`config.mk`:
```
export PLATFORM = sky130hd
export DESIGN_NAME = bin2bcd_digits
export DESIGN_NICKNAME = d
export VERILOG_FILES = /design/src/rtl/bin2bcd_digits.sv
export SDC_FILE = /design/constraint.sdc
export NUM_CORES = 1
export LEC_CHECK = 0
export ABC_CLOCK_PERIOD_IN_PS = 2000
export BUFFER_PORTS_ARGS = -buffer_cell sky130_fd_sc_hd__buf_2
export CORE_ASPECT_RATIO = 0.5
export CORE_MARGIN = 2
export CORE_UTILIZATION = 25
export DETAILED_ROUTE_END_ITERATION = 7
export SLEW_MARGIN = 40
export SYNTH_ARGS = -nofsm -noshare
export SYNTH_HDL_FRONTEND = slang
export SYNTH_SLANG_ARGS = --single-unit
```
`constraint.sdc`:
```
create_clock -name clk -period 2 [get_ports clk]
set_clock_uncertainty 0.1 [all_clocks]
set_input_delay 0.4 -clock clk [delete_from_list [all_inputs] [get_ports clk]]
set_output_delay 0.4 -clock clk [all_outputs]
set_load 0.005 [all_outputs]
```
`src/rtl/bin2bcd_digits.sv`:
```
// bin2bcd_digits: sequential double-dabble converter from a WIDTH-bit unsigned
// value to eight registered BCD digits for an 8-digit display driver.
// One input bit is consumed per cycle. The digit outputs are loaded only when
// the FSM enters DONE, and they hold their value until the next load.
//
// Handshake: start is a request and is sampled only while busy=0 (state IDLE
// or DONE). A start seen in that cycle is accepted on the next rising edge.
// While busy=1, start is ignored and is neither queued nor remembered.
// done is a one-cycle pulse: it is high in the single cycle after the digits
// and ovf have been updated.
module bin2bcd_digits #(
    parameter int WIDTH = 27
) (
    input  logic             clk,
    input  logic             rst,
    input  logic             start,
    input  logic [WIDTH-1:0] bin,
    output logic             busy,
    output logic             done,
    output logic             ovf,
    output logic [3:0]       D0,
    output logic [3:0]       D1,
    output logic [3:0]       D2,
    output logic [3:0]       D3,
    output logic [3:0]       D4,
    output logic [3:0]       D5,
    output logic [3:0]       D6,
    output logic [3:0]       D7,
    output logic [1:0]       dbg_state
);

    typedef enum logic [1:0] {
        S_IDLE  = 2'd0,
        S_SHIFT = 2'd1,
        S_DONE  = 2'd2
    } state_t;

    localparam int CW = $clog2(WIDTH + 1);

    state_t           r_state;
    state_t           w_next_state;
    logic [WIDTH-1:0] r_sr;
    logic [31:0]      r_acc;
    logic [CW-1:0]    r_cnt;
    logic             r_ovf_int;
    logic [31:0]      r_digits;
    logic             r_ovf;

    logic [31:0]      w_acc_corr;
    logic [31:0]      w_acc_next;
    logic [63:0]      w_bin_ext;
    logic             w_bin_ovf;
    logic             w_last;

    // Widen before comparing so the test is exact at any WIDTH. Below 27 bits
    // the comparison is constant false.
    assign w_bin_ext = 64'(bin);
    assign w_bin_ovf = (w_bin_ext > 64'd99999999);

    // Last shift cycle: the counter was loaded with WIDTH and reaches 1 here.
    assign w_last = (r_state == S_SHIFT) && (r_cnt == CW'(1));

    // Add-3 correction on each nibble that is >= 5. The 4-bit wrap means there
    // is no carry into the next nibble.
    always_comb begin
        w_acc_corr = r_acc;
        for (int i = 0; i < 8; i++) begin
            if (r_acc[4*i +: 4] >= 4'd5) begin
                w_acc_corr[4*i +: 4] = r_acc[4*i +: 4] + 4'd3;
            end
        end
    end

    // Shift the corrected accumulator left by one and bring in the MSB of sr.
    // The bit shifted out of the top nibble is discarded; that only happens
    // when the value is out of range, and then the digits are forced to F.
    assign w_acc_next = (w_acc_corr << 1) | {31'd0, r_sr[WIDTH-1]};

    // State register.
    always_ff @(posedge clk) begin
        if (rst) begin
            r_state <= S_IDLE;
        end else begin
            r_state <= w_next_state;
        end
    end

    // Next-state logic. IDLE and DONE behave the same way, so a start held
    // high is accepted again in the DONE cycle.
    always_comb begin
        w_next_state = r_state;
        case (r_state)
            S_IDLE, S_DONE: begin
                w_next_state = start ? S_SHIFT : S_IDLE;
            end
            S_SHIFT: begin
                if (w_last) begin
                    w_next_state = S_DONE;
                end
            end
            default: begin
                w_next_state = S_IDLE;
            end
        endcase
    end

    // Datapath: capture the input on accept, shift during SHIFT, and load the
    // output digits on the final shift edge, which is the edge that enters DONE.
    always_ff @(posedge clk) begin
        if (rst) begin
            r_sr      <= '0;
            r_acc     <= '0;
            r_cnt     <= '0;
            r_ovf_int <= 1'b0;
            r_digits  <= '0;
            r_ovf     <= 1'b0;
        end else begin
            case (r_state)
                S_IDLE, S_DONE: begin
                    if (start) begin
                        r_sr      <= bin;
                        r_acc     <= '0;
                        r_cnt     <= CW'(WIDTH);
                        r_ovf_int <= w_bin_ovf;
                    end
                end
                S_SHIFT: begin
                    r_acc <= w_acc_next;
                    r_sr  <= r_sr << 1;
                    r_cnt <= r_cnt - CW'(1);
                    if (w_last) begin
                        r_digits <= r_ovf_int ? 32'hFFFF_FFFF : w_acc_next;
                        r_ovf    <= r_ovf_int;
                    end
                end
                default: begin
                    r_cnt <= '0;
                end
            endcase
        end
    end

    assign busy      = (r_state == S_SHIFT);
    assign done      = (r_state == S_DONE);
    assign ovf       = r_ovf;
    assign dbg_state = r_state;

    assign D0 = r_digits[3:0];
    assign D1 = r_digits[7:4];
    assign D2 = r_digits[11:8];
    assign D3 = r_digits[15:12];
    assign D4 = r_digits[19:16];
    assign D5 = r_digits[23:20];
    assign D6 = r_digits[27:24];
    assign D7 = r_digits[31:28];

endmodule

```
==> flow_summary.json <==
{
  "dieArea_mm2": 0.0198,
  "gp_congestion": 0.758,
  "synth_top_cell_by_area": "dfxtp_1",
  "place_area_mm2": 0.00524,
  "port_buffers": 66,
  "clockBufferDepth": 2,
  "syn_nets": 590,
  "num_rows": 35,
  "firstDrtPassIters": 4,
  "drtIter0Drc": 201,
  "cts_resized": 0,
  "hold_viol": 0,
  "vdd_drop_max_v": 0.000358,
  "crit_type": "reg -> out",
  "slew-limit-headroom_pct": 71.9,
  "die_y_um": 100,
  "crit_slowest_cell": "dfxtp_1",
  "antenna_found_initial": 0,
  "synth_area_per_cell_um2": 8.59,
  "ys_seq_area_share_pct": 43.0,
  "power_mw": 4.47,
  "cts_setup_buffers": 0,
  "path_clk_slew_ns": 0.07,
  "clock_tree.htree_level_count": 3,
  "hold_path_end": "r_sr[10]",
  "wl_um": 10800,
  "fin_nets": 645,
  "path_max_fanout": 13,
  "reg2reg_setup_slack_ns": 0.25,
  "r2r_end": "r_digits[29]",
  "grt_max_degree": 39,
  "yosys.area_share.simple_pct": 20.4,
  "synth_mux_area_share_pct": 7.74,
  "tightest_slew_ns": 0.420,
  "finalMaxSlewViolations": 0,
  "via_count": 3889,
  "grt_usage_pct": 11.3,
  "synth_area_mm2": 0.00465,
  "min_path_type": "in -> reg",
  "synth.top_cells.by_count": "nor2_1 (117), dfxtp_1 (100), mux2i_1 (36)",
  "grt_pass1_vias": 3693,
  "worstPathRequired_ns": 1.50,
  "grt_pass1_wl_um": 18100,
  "cts_made_buffers": 9,
  "synth-edff-count": 0,
  "cts_tree": "built",
  "n_antenna_cell": 0,
  "critPathMaxStageDelay_ns": 0.39,
  "fin_crit_sh_pct": 89.8,
  "cp-end-kind": "primary output",
  "r2r_cells": 7,
  "p_leak_nw": 2.26,
  "ant_nets": 0,
  "hpwl_um": 7510,
  "path_cells": "nor2b_4 > buf_4 > buf_2",
  "num_io_pins": 67,
  "whs_path_depth": 3,
  "yosysUniqueCellTypes": 38,
  "wl_per_cell_um": 12.8,
  "grt_setup_unrepaired": "false",
  "async_flop_share_pct": 0,
  "dieWidth_um": 197,
  "start_kind": "flop",
  "synthMostInstantiatedCell": "nor2_1",
  "yosysWarnings": 0,
  "cts.sinks": 100,
  "synth_top_family_by_area": "simple AND/OR/NAND/NOR gates",
  "synth_ff_type": "dfxtp_1",
  "fin_crit_ns": 1.80,
  "overflow": 0,
  "worstPathArrival_ns": 1.30,
  "core-area_mm2": 0.0183,
  "reg2reg_from": "r_cnt[1]",
  "finalSetupViolCount": 0,
  "fmax_ghz": 0.557,
  "yosysTopAreaCellShare_pct": 43.0,
  "synth_compound_area_share_pct": 16.5,
  "cap_violations": 0,
  "insertion_delay_ns": 0.34,
  "via_per_inst": 4.62,
  "yosys.area_share.adder_pct": 4.84,
  "hold_start": "bin[10]",
  "drive_gt1_share_pct": 17.4,
  "cts_root_buf": "clkbuf_16",
  "drc_errors": 0,
  "cts_hold_buf": 0,
  "synth.top_cells.by_area": "dfxtp_1 (43%), nor2_1 (9.4%), mux2i_1 (7.7%)",
  "final.setup.tns_ns": 0,
  "synth-seq-cells": 100,
  "synthCells": 542,
  "area_delta_synth_final_pct": 19.4,
  "status": "completed",
  "fin_area_mm2": 0.00556,
  "cellPowerDensity_mw_per_mm2": 805,
  "start_util_pct": 25.4,
  "synth_xor_area_share_pct": 1.69
}
cell usage in the layout (no fill, tap or decap), types with 2 or more instances in the layout:
| cell type | n |
|---|---|
| ha_1 | 18 |
| inv_6 | 3 |
| nand4_1 | 3 |
| a211oi_1 | 27 |
| a22oi_1 | 32 |
| o21ai_0 | 16 |
| o22ai_1 | 15 |
| nor3_1 | 29 |
| buf_12 | 3 |
| o22ai_2 | 2 |
| nor2b_1 | 2 |
| xnor2_1 | 8 |
| dfxtp_1 | 100 |
| buf_2 | 65 |
| nor2_1 | 116 |
| nand2_1 | 35 |
| mux2i_1 | 36 |
| nand2b_1 | 16 |
| clkbuf_16 | 9 |
| buf_4 | 12 |
| nor3b_1 | 2 |
| a21oi_1 | 13 |
| inv_1 | 18 |
registers in the layout, summed over array words and instances (netlist names):
name / cells
r_acc: 32
r_sr: 27
r_digits: 32
r_cnt: 5
dbg_state: 2
ovf: 1
r_ovf_int: 1
cell families after synthesis:
logic type,count (synthesis)
AO/OA/AOI/OAI,112
XOR/XNOR,9
flip-flops,100
adder cells (fa/ha/maj),18
buffers and inverters,54
multiplexers,36
AND/OR/NAND/NOR,213
per-layer routing:
| layer | track usage [%] | share of wire (%) | vias to the layer above |
|---|---|---|---|
| met5 | 0 | 0 | - |
| met4 | 2.60 | 0.82 | 0 |
| met3 | 2.74 | 3.6 | 5 |
| met2 | 19.2 | 47 | 52 |
| met1 | 14.8 | 49 | 1833 |
| li1 | - | - | 1999 |
power breakdown:
part	internal, mW	switching [mW]
sequential	2.08	0.0597
clock	1.00	0.833
combinational	0.212	0.281
total	3.30	1.17
per-stage QoR:
| step | std cells | hold slack (ns) | util [%] | setup slack [ns] |
|---|---|---|---|---|
| after floorplan | 542 | 0.353 | - | 0.433 |
| after detailed placement | 826 | 0.361 | 28.6 | 0.184 |
| after CTS | 842 | 0.243 | 30.3 | 0.164 |
| final | 842 | 0.256 | 30.3 | 0.204 |
| after global routing | 842 | 0.249 | 30.3 | 0.0804 |
| after global placement | 826 | 0.361 | 28.6 | 0.233 |
worst max-delay path by stage:
| stage | startpoint | endpoint | slack (ns) |
|---|---|---|---|
| final | dbg_state[1] | busy | 0.20 |
| after CTS | dbg_state[1] | busy | 0.16 |
| after detailed placement | bin[25] | r_ovf_int | 0.18 |
| after global placement | bin[25] | r_ovf_int | 0.23 |
| after floorplan | r_cnt[1] | r_digits[10] | 0.43 |
| after global routing | r_cnt[1] | r_digits[28] | 0.08 |
critical path, delay by kind of cell, from the launching register on:
kind / cells / cell delay, ns
simple gates: 1 / 0.20
flops: 1 / 0.39
buf+inv: 2 / 0.36
final cells by class:
class                      count  area (um2)
timing repair buffer          80         475
multi-input combinational    388        2390
fill                        1964       12700
sequential                   100        2000
inverter                      18        67.6
clock inverter                 7        91.3
clock buffer                   9         225
tap                          240         300
(Power assumes the default switching activity.)
